### src/rtl/ram_input_controller.sv
// Switch/key front end for the 32x4 RAM lab: synchronises raw board inputs, debounces the
// write key into a single one-cycle write, and optionally auto-steps the address for read-back.
module ram_input_controller #(
  parameter int ADDR_W          = 5,
  parameter int DATA_W          = 4,
  parameter int SYNC_STAGES     = 2,
  parameter int DEBOUNCE_CYCLES = 500000,
  parameter int SCAN_PERIOD     = 50000000
) (
  input  logic              clk,
  input  logic              reset_n,
  input  logic [ADDR_W-1:0] sw_addr,
  input  logic [DATA_W-1:0] sw_data,
  input  logic              key_write_n,
  input  logic              sw_scan,
  output logic [ADDR_W-1:0] address,
  output logic [DATA_W-1:0] dataIn,
  output logic              wren,
  output logic              scan_active,
  output logic [2:0]        dbg_state_o
);

  localparam int CNT_W  = $clog2(DEBOUNCE_CYCLES + 1);
  localparam int SCAN_W = (SCAN_PERIOD > 1) ? $clog2(SCAN_PERIOD) : 1;
  localparam logic [CNT_W-1:0]  CNT_LAST  = CNT_W'(DEBOUNCE_CYCLES - 1);
  localparam logic [CNT_W-1:0]  CNT_MAX   = CNT_W'(DEBOUNCE_CYCLES);
  localparam logic [SCAN_W-1:0] SCAN_LAST = SCAN_W'(SCAN_PERIOD - 1);

  // IDLE is encoded as zero so the debug port reads 0 out of reset.
  typedef enum logic [2:0] {
    IDLE     = 3'd0,
    DB_PRESS = 3'd1,
    WRITE    = 3'd2,
    WAIT_REL = 3'd3,
    DB_REL   = 3'd4
  } state_e;

  logic [SYNC_STAGES-1:0] key_sync_q;
  logic [SYNC_STAGES-1:0] scan_sync_q;
  logic [ADDR_W-1:0]      addr_sync_q [SYNC_STAGES];
  logic [DATA_W-1:0]      data_sync_q [SYNC_STAGES];

  logic              key_s;
  logic              scan_s;
  logic [ADDR_W-1:0] addr_s;
  logic [DATA_W-1:0] data_s;

  state_e             state_q;
  logic [CNT_W-1:0]   cnt_q;
  logic [CNT_W-1:0]   cnt_d;
  logic               wren_q;
  logic [ADDR_W-1:0]  address_q;
  logic [DATA_W-1:0]  data_q;
  logic               scan_active_q;
  logic [SCAN_W-1:0]  scan_cnt_q;

  // Key synchroniser resets to the released level so reset never looks like a press.
  always_ff @(posedge clk or negedge reset_n) begin
    if (!reset_n) begin
      key_sync_q  <= '1;
      scan_sync_q <= '0;
      for (int i = 0; i < SYNC_STAGES; i++) begin
        addr_sync_q[i] <= '0;
        data_sync_q[i] <= '0;
      end
    end else begin
      key_sync_q     <= {key_sync_q[SYNC_STAGES-2:0], key_write_n};
      scan_sync_q    <= {scan_sync_q[SYNC_STAGES-2:0], sw_scan};
      addr_sync_q[0] <= sw_addr;
      data_sync_q[0] <= sw_data;
      for (int i = 1; i < SYNC_STAGES; i++) begin
        addr_sync_q[i] <= addr_sync_q[i-1];
        data_sync_q[i] <= data_sync_q[i-1];
      end
    end
  end

  assign key_s  = key_sync_q[SYNC_STAGES-1];
  assign scan_s = scan_sync_q[SYNC_STAGES-1];
  assign addr_s = addr_sync_q[SYNC_STAGES-1];
  assign data_s = data_sync_q[SYNC_STAGES-1];

  assign cnt_d = (cnt_q == CNT_MAX) ? cnt_q : cnt_q + CNT_W'(1);

  // Press/release debouncer: one write per accepted press, then wait for a stable release.
  always_ff @(posedge clk or negedge reset_n) begin
    if (!reset_n) begin
      state_q <= IDLE;
      cnt_q   <= '0;
      wren_q  <= 1'b0;
    end else begin
      wren_q <= 1'b0;
      case (state_q)
        IDLE: begin
          if (!key_s && !scan_active_q) begin
            state_q <= DB_PRESS;
            cnt_q   <= '0;
          end
        end
        DB_PRESS: begin
          if (key_s || scan_active_q) begin
            state_q <= IDLE;
          end else if (cnt_q == CNT_LAST) begin
            state_q <= WRITE;
            wren_q  <= 1'b1;
          end else begin
            cnt_q <= cnt_d;
          end
        end
        WRITE: begin
          state_q <= WAIT_REL;
        end
        WAIT_REL: begin
          if (key_s) begin
            state_q <= DB_REL;
            cnt_q   <= '0;
          end
        end
        DB_REL: begin
          if (!key_s) begin
            state_q <= WAIT_REL;
          end else if (cnt_q == CNT_LAST) begin
            state_q <= IDLE;
          end else begin
            cnt_q <= cnt_d;
          end
        end
        default: begin
          state_q <= IDLE;
        end
      endcase
    end
  end

  // Address/data hold their WRITE-cycle values for one extra cycle of hold margin.
  always_ff @(posedge clk or negedge reset_n) begin
    if (!reset_n) begin
      address_q     <= '0;
      data_q        <= '0;
      scan_active_q <= 1'b0;
      scan_cnt_q    <= '0;
    end else begin
      scan_active_q <= scan_s;
      if (!scan_active_q || scan_cnt_q == SCAN_LAST) begin
        scan_cnt_q <= '0;
      end else begin
        scan_cnt_q <= scan_cnt_q + SCAN_W'(1);
      end
      if (state_q != WRITE) begin
        data_q <= data_s;
        if (!scan_active_q) begin
          address_q <= addr_s;
        end else if (scan_cnt_q == SCAN_LAST) begin
          address_q <= address_q + ADDR_W'(1);
        end
      end
    end
  end

  assign address     = address_q;
  assign dataIn      = data_q;
  assign wren        = wren_q;
  assign scan_active = scan_active_q;
  assign dbg_state_o = state_q;

endmodule
### config.mk
export PLATFORM = sky130hd
export DESIGN_NAME = ram_input_controller
export DESIGN_NICKNAME = d
export VERILOG_FILES = /design/src/rtl/ram_input_controller.sv
export SDC_FILE = /design/constraint.sdc
export NUM_CORES = 1
export LEC_CHECK = 0
export BUFFER_PORTS_ARGS = -buffer_cell sky130_fd_sc_hd__buf_2
export CAP_MARGIN = 40
export CORE_MARGIN = 2
export CORE_UTILIZATION = 52
export DETAILED_ROUTE_END_ITERATION = 16
export GPL_ROUTABILITY_DRIVEN = 0
export PLACE_DENSITY_LB_ADDON = 0.3
export SKIP_CTS_REPAIR_TIMING = 1
export SYNTH_ARGS = -nofsm -noshare
export SYNTH_HDL_FRONTEND = slang
export SYNTH_SLANG_ARGS = --single-unit
### constraint.sdc
create_clock -name clk -period 2.2 [get_ports clk]
set_clock_uncertainty 0.1 [all_clocks]
set_input_delay 0.11 -clock clk [delete_from_list [all_inputs] [get_ports clk]]
set_output_delay 0.11 -clock clk [all_outputs]
set_load 0.05 [all_outputs]
==> results.py <==
metrics = {
    "worst_setup_path": {
        "end_kind": "register",
        "cpMaxStageDelayCell": "or4_4",
        "slowest_delay_ps": 580,
        "cpMostUsedCell": "or4_4",
        "r2r_slack_ps": 60,
        "cp.required_ps": 2390,
        "critical_path.max_fanout": 10,
        "startpoint_type": "register",
        "path_class": "reg2reg",
        "arrival_ps": 2330,
        "timing.rr.end": "address[3]",
        "cp_cell_sequence": "nor4_2 > nand4_1 > or4_4 > or4_4 > nand3_1",
        "r2r_start": "scan_cnt_q[11]",
        "crit_path_start": "scan_cnt_q[11]",
        "rr_worst_depth": 5,
    },
    "placed_design": {
        "hpwlAfterDp_microns": 4914,
        "dp_cells": 501,
        "io_buffers": 26,
    },
    "cts": {
        "clk_latency_ps": 360,
        "clockBufferDepth": 2,
        "cts_buffers": 9,
        "cts_tree": "built",
        "cts_htree_levels": 3,
        "cts.clk_slew.worst_paths_ps": 90,
        "clock-root-buffer": "clkbuf_8",
        "clock_sinks": 81,
    },
    "synth": {
        "synth_cells": 377,
        "synth.distinct_cells": 54,
        "yosysTopAreaCellShare": 0.5281,
        "synth_nets": 394,
        "synth_top_flop_cell": "dfrtp_1",
        "yosys-top-cells-count": "dfrtp_1, nor2_1, nand2_1, nand3_1, o21ai_0",
        "yosys-top-cells-area": "dfrtp_1, nor2_1, nand2_1",
        "yosys.area.top_type": "dfrtp_1",
        "yosysMostFrequentCell": "dfrtp_1",
        "yosysSeqAreaShare": 0.5421,
        "synth_edf_count": 0,
        "syn_area_per_cell_sq_um": 9.930,
        "ys_async_sr_fraction": 1.000,
        "ys_seq_elements": 81,
        "yosys_warnings": 0,
        "netlist_area_sq_um": 3744,
    },
    "timing": {
        "whs_ps": 130.5,
        "slew_headroom": 0.6121,
        "fmax_ghz": 0.4680,
        "finalMaxSlewViolations": 0,
        "worst_pin_slew_ps": 576.5,
        "fin_crit_ps": 2137,
        "tns_ps": 0,
        "setup-violations-final": 0,
        "hold_viol": 0,
        "rsz0062_at_grt": "true",
        "finalCritPeriodShare": 0.9713,
    },
    "floorplan": {
        "die_area_sq_um": 7894,
        "core.rowCount": 30,
        "dieHeight_microns": 88.85,
        "ios": 27,
        "die_x_microns": 88.85,
        "fp.coreArea_sq_um": 6869,
        "initial_core_util": 0.5450,
    },
    "routing": {
        "via_per_inst": 5.564,
        "wl_per_cell_microns": 14.19,
        "drt-total-wl_microns": 7548,
        "drtPass1Iterations": 4,
        "num_vias": 2960,
        "drtIter0Drc": 234,
        "drc": 0,
        "postRouteAntennaNets": 0,
    },
    "run": {
        "drv_cap": 0,
    },
    "global_routing": {
        "grt_pass1_vias": 2749,
        "grt_busiest_layer": "met2",
        "grt_antenna_before_repair": 0,
        "use_met3": 0.03451,
        "grt_use_met2": 0.3060,
        "overflow": 0,
        "gr-usage-met1": 0.2950,
        "grt_pass1_wl_microns": 12480,
        "grt_usage": 0.2028,
        "grt_max_degree": 49,
    },
    "finish": {
        "multi_input_area_sq_um": 1653,
        "seq_area_sq_um": 2032,
        "final_layout_size_suffix_gt1_frac": 0.1812,
        "antenna_cells": 0,
        "layout.cells.non_filler": 532,
        "fillerInstances": 519,
        "area.growth.synth_to_final_pct": 19.72,
        "fin_nets": 448,
    },
    "power_and_ir_drop": {
        "irDropWorstVdd_mv": 0.4954,
        "power_uw": 3099,
        "p_per_area_nw_per_um2": 691.5,
        "p_leak_uw": 0.001947,
    },
    "worst_hold_path": {
        "hp-class": "in2async",
    },
    "outcome": {
        "status": "completed",
    },
}
==> worst max path at each step <==
stage                  to
3_3_place_gp   address[3]
4_1_cts        address[3]
2_1_floorplan   cnt_q[13]
6_report       address[3]
3_5_place_dp   address[3]
5_1_grt        address[3]
==> stage by stage <==
step	cell area (sq um)	utilization	setup WS (ps)
2_1_floorplan	3747	-	7.282
3_3_place_gp	4075	0.5933	115.8
3_5_place_dp	4075	0.5933	33.72
4_1_cts	4305	0.6268	-4.774
5_1_grt	4482	0.6525	-28.68
6_report	4482	0.6525	63.22
==> cell families (layout without fill, tap and decap cells) <==
group | Yosys count | after routing | share of synthesized area
XOR/XNOR | 24 | 24 | 0.05615
AO/OA/AOI/OAI | 68 | 68 | 0.1160
buffers and inverters | 23 | 82 | 0.02573
adder cells (fa/ha/maj) | 4 | 4 | 0.01337
multiplexers | 4 | 4 | 0.01070
AND/OR/NAND/NOR | 173 | 173 | 0.2360
flip-flops | 81 | 81 | 0.5421
==> registers in the layout, indices dropped and copies added (netlist names) <==
register     count
scan_cnt_q      26
cnt_q           19
addr_s           5
addr_sync_q      5
address          5
dataIn           4
data_s           4
data_sync_q      4
dbg_state_o      3
key_sync_q       2
scan_sync_q      2
scan_active      1
wren             1
==> report_power, final <==
part | internal, uW | switching [uW] | leakage (uW)
Combinational | 97.7 | 164 | 0.000783
Clock | 661 | 594 | 0.000117
Sequential | 1540 | 45.1 | 0.00105
Total | 2300 | 803 | 0.00195
==> critical path, delay by kind of cell (launching register included) <==
kind / cells / cell delay (ps)
flip-flops: 1 / 450
AND/OR/NAND/NOR: 5 / 1520
==> metal layers <==
metal	wire, microns	up-vias
met5	0	-
met4	61	0
met3	347	7
met2	3543	65
met1	3595	1433
li1	-	1455
==> layout by cell type, fill, tap and decap left out, types with 3 or more instances in the layout <==
| cell | n |
|---|---|
| clkbuf_8 | 9 |
| xnor2_1 | 9 |
| o21ai_0 | 21 |
| nor2_1 | 43 |
| a22oi_1 | 3 |
| or3_1 | 4 |
| ha_1 | 3 |
| or4_1 | 3 |
| nand2_1 | 40 |
| dfrtp_1 | 77 |
| nor4_1 | 6 |
| and3_1 | 8 |
| nand4_1 | 12 |
| nor3_1 | 9 |
| or2_2 | 3 |
| xor2_1 | 15 |
| inv_6 | 3 |
| nand3_1 | 22 |
| o31ai_1 | 8 |
| buf_2 | 25 |
| mux2i_1 | 4 |
| dlygate4sd3_1 | 12 |
| a21oi_1 | 13 |
| inv_1 | 11 |
| o211ai_1 | 3 |
| buf_4 | 16 |
==> final cells by class <==
cell class | count | area share
flip-flops and latches | 81 | 0.4534
clock inverters | 7 | 0.02373
clock buffers | 9 | 0.02764
multi-input cells | 273 | 0.3688
inverters | 11 | 0.009213
repair buffers | 55 | 0.09045
well taps | 96 | 0.02680
Note: power is estimated with default switching activity, not from simulation.
